--- src/rtl/gpu_write_buffer.sv ---
// CPU-side write buffer: queues VRAM byte writes and drains them one per cycle to the graphics card.
// Build option GPU_WB_VBLANK_ONLY_EN restricts draining to blanking (video_enable low).
module gpu_write_buffer #(
    parameter int DEPTH = 16
) (
    input  logic                         clk,
    input  logic                         rst,
    input  logic                         cpu_we,
    input  logic [15:0]                  cpu_addr,
    input  logic [7:0]                   cpu_data,
    input  logic                         cpu_io_we,
    input  logic [15:0]                  cpu_io_data,
    input  logic                         ovf_clr,
    input  logic                         video_enable,
    output logic                         full,
    output logic [$clog2(DEPTH+1)-1:0]   level,
    output logic                         overflow,
    output logic                         gpu_write_en,
    output logic [15:0]                  cpu_write_address,
    output logic [7:0]                   cpu_write_data,
    output logic [15:0]                  io_data
);
    localparam int AW = $clog2(DEPTH);

    typedef struct packed {
        logic [15:0] addr;
        logic [7:0]  data;
    } entry_t;

    typedef enum logic {IDLE, ISSUE} state_t;

    entry_t     mem [DEPTH];
    entry_t     head;
    logic [AW:0] wptr, rptr;
    logic       empty, permit, push, pop, drop;
    state_t     state;

    // Pointers carry an extra wrap bit so full and empty are distinguishable.
    assign level = wptr - rptr;
    assign empty = (wptr == rptr);
    assign full  = (wptr[AW] != rptr[AW]) && (wptr[AW-1:0] == rptr[AW-1:0]);

`ifdef GPU_WB_VBLANK_ONLY_EN
    assign permit = ~video_enable;
`else
    assign permit = 1'b1;
`endif

    // Push and pop both look at registered occupancy, so a pop never frees room for a same-edge push.
    assign push = cpu_we & ~full;
    assign drop = cpu_we & full;
    assign pop  = ~empty & permit;
    assign head = mem[rptr[AW-1:0]];

    always_ff @(posedge clk) begin
        if (push) mem[wptr[AW-1:0]] <= '{addr: cpu_addr, data: cpu_data};
    end

    always_ff @(posedge clk or negedge rst) begin
        if (!rst) begin
            wptr <= '0;
            rptr <= '0;
        end else begin
            if (push) wptr <= wptr + {{AW{1'b0}}, 1'b1};
            if (pop)  rptr <= rptr + {{AW{1'b0}}, 1'b1};
        end
    end

    always_ff @(posedge clk or negedge rst) begin
        if (!rst)         overflow <= 1'b0;
        else if (drop)    overflow <= 1'b1;
        else if (ovf_clr) overflow <= 1'b0;
    end

    always_ff @(posedge clk or negedge rst) begin
        if (!rst)           io_data <= '0;
        else if (cpu_io_we) io_data <= cpu_io_data;
    end

    // Drain FSM; the output registers keep the last issued entry while idle.
    always_ff @(posedge clk or negedge rst) begin
        if (!rst) begin
            state             <= IDLE;
            gpu_write_en      <= 1'b0;
            cpu_write_address <= '0;
            cpu_write_data    <= '0;
        end else begin
            case (state)
                IDLE: begin
                    if (pop) begin
                        state             <= ISSUE;
                        gpu_write_en      <= 1'b1;
                        cpu_write_address <= head.addr;
                        cpu_write_data    <= head.data;
                    end else begin
                        gpu_write_en <= 1'b0;
                    end
                end
                ISSUE: begin
                    if (pop) begin
                        gpu_write_en      <= 1'b1;
                        cpu_write_address <= head.addr;
                        cpu_write_data    <= head.data;
                    end else begin
                        state        <= IDLE;
                        gpu_write_en <= 1'b0;
                    end
                end
                default: begin
                    state        <= IDLE;
                    gpu_write_en <= 1'b0;
                end
            endcase
        end
    end
endmodule

--- config.mk ---
export PLATFORM = sky130hd
export DESIGN_NAME = gpu_write_buffer
export DESIGN_NICKNAME = d
export VERILOG_FILES = /design/src/rtl/gpu_write_buffer.sv
export SDC_FILE = /design/constraint.sdc
export NUM_CORES = 1
export LEC_CHECK = 0
export BUFFER_PORTS_ARGS = -buffer_cell sky130_fd_sc_hd__buf_2
export CELL_PAD_IN_SITES_DETAIL_PLACEMENT = 2
export CELL_PAD_IN_SITES_GLOBAL_PLACEMENT = 2
export CORE_ASPECT_RATIO = 0.6
export CORE_MARGIN = 1.5
export CORE_UTILIZATION = 31
export DETAILED_ROUTE_END_ITERATION = 10
export GPL_TIMING_DRIVEN = 0
export PLACE_DENSITY_LB_ADDON = 0.25
export SYNTH_ARGS = -nofsm -noshare
export SYNTH_HDL_FRONTEND = slang
export SYNTH_SLANG_ARGS = --single-unit
--- constraint.sdc ---
create_clock -name clk -period 13.5 [get_ports clk]
set_clock_uncertainty 0.05 [all_clocks]
set_input_delay 0.675 -clock clk [delete_from_list [all_inputs] [get_ports clk]]
set_output_delay 0.675 -clock clk [all_outputs]
set_load 0.02 [all_outputs]
Yosys cells after proc, flatten, opt, wreduce, memory -nomap -nowiden
Memory sizes are Yosys's and may differ from the RTL's. A register that Yosys moved wholly into a read port is not among the register bits.
Index checks and enable logic that the tools add are counted.
{ "classes": {"mux": 5, "n_bitwise": 3, "n_reduce_logical": 4, "n_eq_ne": 3, "n_addsub": 3} }
{ "ops": {"columns": ["cell", "n"], "rows": [
  ["$add 5x1->5 const B", 2],
  ["$eq 5x5->1", 1],
  ["$mux 1", 5],
  ["$sub 5x5->5", 1],
  ["$eq 4x4->1", 1],
  ["$and 1x1->1", 2],
  ["$logic_not 1->1", 2],
  ["$reduce_bool 2->1", 1],
  ["$logic_and 1x1->1", 1],
  ["$ne 1x1->1", 1],
  ["$not 1->1", 1]
]} }
{ "word_totals": {"mem_bits_rw": 384, "reg_bits": 28, "output_inout_bits": 48, "inputBits": 46, "word_cells": 24, "mem_count": 1} }
{ "memory_table": {"columns": ["name", "words", "word_bits", "rd", "rd_ports_with_merged_regs", "write_ports", "line", "rtl"], "rows": [
  ["mem", 16, 24, 1, 1, 1, "32", "entry_t mem [DEPTH];"]
]} }

Longest topological paths before layout
{ "logic_depth": {"word_depth": 6, "mapped_depth": 10, "depth_no_buf": 7} }

Worst setup path after synthesis
No wires, ideal clock.
{ "synth_path": {"path_type": "register to register", "from": "register rptr[3]", "to": "memory mem[1][0] (netlist bit) (enable)", "path_stages_with_launch": 9, "n_path_buf": 3, "required_ns": 12.984, "setup_slack_ns": 9.118, "arrival_time_ns": 3.866, "setup_ns": 0.466, "synth_period_minus_slack_ns": 4.382, "cell_sequence": "dfrtp_1 -> buf_2 -> buf_2 -> buf_2 -> inv_1 -> ha_1 -> nand4_1 -> o21ai_1 -> nor4_1"} }
{ "synth_between": {"elab_chain_cells": 6} }
{ "synth_rtl": {"columns": ["item", "line", "rtl"], "rows": [
  ["from (decl)", "34", "logic [AW:0] wptr, rptr;"],
  ["from (signal assigned)", "65", "if (pop) rptr <= rptr + {{AW{1'b0}}, 1'b1};"],
  ["$eq 4x4->1", "41", "assign full = (wptr[AW] != rptr[AW]) && (wptr[AW-1:0] == rptr[AW-1:0]);"],
  ["$logic_and 1x1->1", "41", null],
  ["$not 1->1", "50", "assign push = cpu_we & ~full;"],
  ["$and 1x1->1", "50", null],
  ["$mux 1", "56", "if (push) mem[wptr[AW-1:0]] <= '{addr: cpu_addr, data: cpu_data};"],
  ["$mux 1 (implied by the code)", "56", null],
  ["to (decl)", "32", null]
]} }
Every way passes these cells.

Worst setup path after layout
{ "layout_path": {"from": "register rptr[3]", "to": "memory mem[13][4] (netlist bit) (enable)"} }
Same word-level chain as after synthesis.

==> impl_metrics.csv <==
group,metric,value,unit
run_status,status,"finished, violations left",
run_status,failed_checks,"DRC",
min_path,worstHoldPathType,"in -> async",
synthesis,syn_nets,820,
cts,cts_tree,"yes",
worst_setup_path,worstPathMaxFanout,15,
route,detail_route.iter0.violations,650,
worst_setup_path,crit_path_end_kind,"register",
route,via_count,8246,
finish,post_route_design_area,0.0197,mm2
synthesis,post_synth_num_cell_types,31,
cts,maximum_buffer_depth_of_the_clock_tree,3,
cts,post_cts_buffers,0,
sta,fin_crit_sh,29.9,%
sta,fmax,0.247,GHz
worst_setup_path,timing.critical_path.required,13690,ps
sta,rsz0062_at_grt,"false",
cts,htree_num_levels,2,
worst_setup_path,worst_path_largest_cell_delay,540,ps
floorplan,placementRows,65,
synthesis,synth_sequential_area_ratio,77.2,%
finish,post_route_cells_drive_above_1_share,35.6,%
sta,setup_viol,0,
global_route,globalRoute.totalOverflow,0,
power,peakVddDrop,76.0,uV
worst_setup_path,cp_cell_sequence,"buf_2 -> buf_2 -> buf_2 -> inv_1 -> ha_1 -> and4_1 -> a21boi_1 -> nand3_1 -> nor2_4 -> buf_12",
sta,setup_tns,0,ps
cts,clk_latency,560,ps
cts,cts.hold.buffers_added,0,
synthesis,ys_seq_elements,436,
synthesis,yosysTopAreaCellShare,69.4,%
route,drt_first_pass_iters,8,
sta,final_max_slew_viol_count,0,
cts,cts_made_buffers,42,
floorplan,core-area,0.0528,mm2
floorplan,chipWidth,302,um
synthesis,async_reset_ff_share,11.9,%
global_route,largest_net_degree_at_the_start_of_global_routing,53,
worst_setup_path,worst-path-buf-inv,5,
synthesis,synth_adder_area_share,0.798,%
synthesis,complex_gate_fraction_of_the_synthesized_area,2.87,%
route,drt.antenna.violating_nets,0,
placed_design,place_inst,1579,
placed_design,placement.cell_area,0.0183,mm2
floorplan,die_area,0.0551,mm2
global_route,antenna_found_initial,0,
floorplan,initial_utilization,31.5,%
floorplan,die-height,182,um
route,drt-wirelength-per-cell,27.2,um
floorplan,top_level_ports,94,
cts,cts.sink_count,436,
finish,area_growth_synth_to_finish,18.3,%
sta,fin_crit,4040,ps
worst_setup_path,reg2reg_to,"mem[13][4]$_DFFE_PP_",
synthesis,yosys.cell_count.top_type,"sky130_fd_sc_hd__edfxtp_1",
sta,worst_pin_slew,983,ps
synthesis,synth.cells.most_frequent,"sky130_fd_sc_hd__edfxtp_1 (384), sky130_fd_sc_hd__mux4_2 (96), sky130_fd_sc_hd__dfrtp_1 (52)",
placed_design,numPortBuffers,91,
cts,postCtsResizedCells,0,
global_route,grt.total_usage,16.8,%
synthesis,post_synth_main_area_contributors,"sky130_fd_sc_hd__edfxtp_1 (69%), sky130_fd_sc_hd__mux4_2 (13%), sky130_fd_sc_hd__dfrtp_1 (7.8%)",
finish,fin_util,37.3,%
placed_design,gp_congestion,0.705,
synthesis,synth_top_area_cell,"sky130_fd_sc_hd__edfxtp_1",
power,power_density,222,mW/mm2
global_route,first_global_vias,9123,
synthesis,syn_avg_cell_area,21.8,um2
global_route,grt_pass1_wl,66000,um
placed_design,half_perimeter_wire_length_after_placement,28400,um
synthesis,count_of_mapped_cells_out_of_synthesis,764,
synthesis,yosysWarningCount,0,
synthesis,synthXorXnorAreaFrac,0.685,%
synthesis,muxShareOfSynthArea,15.7,%
synthesis,fraction_of_the_mapped_netlist_area_in_simple_logic_gates,1.08,%
worst_setup_path,kind_of_cell_with_the_highest_combined_delay_on_the_critical_path,"buffers and inverters",
finish,post_layout_nonfiller_instances,1657,
sta,timing_hold_violations_final,0,
worst_setup_path,most_used_cell_cp,"sky130_fd_sc_hd__buf_2",
route,route.detailed.drc,4,
finish,fin_nets,976,
worst_setup_path,crit-reg2reg-launch,"rptr[3]$_DFFE_PN0N_",
power,leakage,6.49,nW
worst_setup_path,critical-path-slowest-cell,"sky130_fd_sc_hd__nor2_4",
route,route.final.wire_length,45100,um
sta,worst_slew_margin_rel,34.5,%
synthesis,post_synth_instance_area,0.0166,mm2
finish,antenna-diode-count,0,
synthesis,combinational_family_with_the_most_area_after_synthesis,"multiplexers",
synthesis,number_of_synthesized_flops_with_an_enable_pin,384,
route,drt-vias-per-instance,4.98,
worst_setup_path,path_class,"reg -> reg",
synthesis,dominantRegCellSynth,"sky130_fd_sc_hd__edfxtp_1",
worst_setup_path,critPathLaunchType,"register",
worst_setup_path,crit_path_dat,4230,ps
run,total_of_max_cap_violations,0,
worst_setup_path,cells_on_worst_reg2reg_path,10,
cts,path_clk_slew,70,ps
cts,clock-root-buffer,"sky130_fd_sc_hd__clkbuf_16",
worst_setup_path,register_to_register_setup_slack,9460,ps
## per-layer routing
layer	vias to the layer above	track usage [%]	share of wire, %
met5	-	0	0
met4	0	3.24	1.5
met3	51	2.74	4.2
met2	175	24.7	44
met1	4535	26.0	50
li1	3485	-	-
## where the power goes
group          total [mW]  leakage (nW)  switching, mW  internal, mW
clock                1.22         0.689          0.518         0.701
sequential           1.73          4.07         0.0750          1.66
combinational        1.42          1.74          0.836         0.581
## final cells by class
class | count | area (um2)
timing repair buffer | 112 | 712
buffer | 41 | 229
clock buffer | 64 | 1260
sequential | 436 | 12800
clock inverter | 14 | 140
fill | 5014 | 33100
inverter | 13 | 48.8
tap | 703 | 880
multi-input combinational | 274 | 3570
## state kept, by name, summed over array words and instances (netlist names)
register,count
cpu_write_address,16
cpu_write_data,8
io_data,16
mem,384
overflow,1
rptr,5
state,1
wptr,5
## worst register-to-register path, stage by stage, from the launching register on
cell	delay, ps
sky130_fd_sc_hd__dfrtp_1	340
sky130_fd_sc_hd__buf_2	230
sky130_fd_sc_hd__buf_2	320
sky130_fd_sc_hd__buf_2	400
sky130_fd_sc_hd__inv_1	90
sky130_fd_sc_hd__ha_1	350
sky130_fd_sc_hd__and4_1	250
sky130_fd_sc_hd__a21boi_1	510
sky130_fd_sc_hd__nand3_1	380
sky130_fd_sc_hd__nor2_4	540
sky130_fd_sc_hd__buf_12	260
## stage by stage
| stage | hold WS (ps) | setup slack, ps | power, mW |
|---|---|---|---|
| global placement | 413 | 5290 | 3.14 |
| detailed placement | 424 | 9420 | 3.20 |
| floorplan | 329 | 9120 | 2.66 |
| finish | 157 | 9460 | 4.37 |
| global route | 199 | 9180 | 4.58 |
| CTS | 173 | 9400 | 4.43 |
## placed cells by master, fill, tap and decap left out, types with 2 or more instances in the layout
cell / instances
sky130_fd_sc_hd__clkinv_1: 4
sky130_fd_sc_hd__buf_6: 10
sky130_fd_sc_hd__mux4_2: 96
sky130_fd_sc_hd__clkbuf_8: 6
sky130_fd_sc_hd__and2_2: 4
sky130_fd_sc_hd__nor4_2: 4
sky130_fd_sc_hd__o22ai_1: 48
sky130_fd_sc_hd__buf_12: 2
sky130_fd_sc_hd__clkinv_2: 7
sky130_fd_sc_hd__inv_1: 10
sky130_fd_sc_hd__mux2_1: 6
sky130_fd_sc_hd__mux2_2: 34
sky130_fd_sc_hd__nand2_1: 7
sky130_fd_sc_hd__buf_16: 3
sky130_fd_sc_hd__inv_2: 3
sky130_fd_sc_hd__and3_2: 4
sky130_fd_sc_hd__clkbuf_1: 34
sky130_fd_sc_hd__a21o_1: 2
sky130_fd_sc_hd__xnor2_1: 10
sky130_fd_sc_hd__nor2_1: 2
sky130_fd_sc_hd__dfrtp_1: 52
sky130_fd_sc_hd__buf_2: 99
sky130_fd_sc_hd__xor2_1: 3
sky130_fd_sc_hd__edfxtp_1: 384
sky130_fd_sc_hd__nor2_4: 3
sky130_fd_sc_hd__clkbuf_16: 45
sky130_fd_sc_hd__bufinv_16: 3
sky130_fd_sc_hd__a21oi_1: 26
sky130_fd_sc_hd__ha_1: 9
sky130_fd_sc_hd__buf_4: 17
sky130_fd_sc_hd__nand4_1: 5
sky130_fd_sc_hd__o21ai_1: 5
## cells by family after synthesis
logic type                 after synthesis
DFF                                    436
and+or+nand+nor                         33
adders and majority gates               10
xor gates and xnor gates                13
buffers and inverters                   54
muxes                                  136
AOI/OAI and AO/OA                       82
## how the worst max path moves through the flow
stage                        startpoint                    to  slack [ps]  cells past startpoint
finish              rptr[3]$_DFFE_PN0N_  mem[13][4]$_DFFE_PP_        9460                     10
global route        rptr[3]$_DFFE_PN0N_  mem[14][0]$_DFFE_PP_        9180                     10
detailed placement  rptr[3]$_DFFE_PN0N_  mem[14][6]$_DFFE_PP_        9420                     10
global placement    rptr[3]$_DFFE_PN0N_   mem[0][7]$_DFFE_PP_        5290                      8
floorplan           rptr[3]$_DFFE_PN0N_   mem[1][0]$_DFFE_PP_        9120                      8
CTS                 rptr[3]$_DFFE_PN0N_  mem[14][3]$_DFFE_PP_        9400                     10
Power figures use the tool's default switching activity.
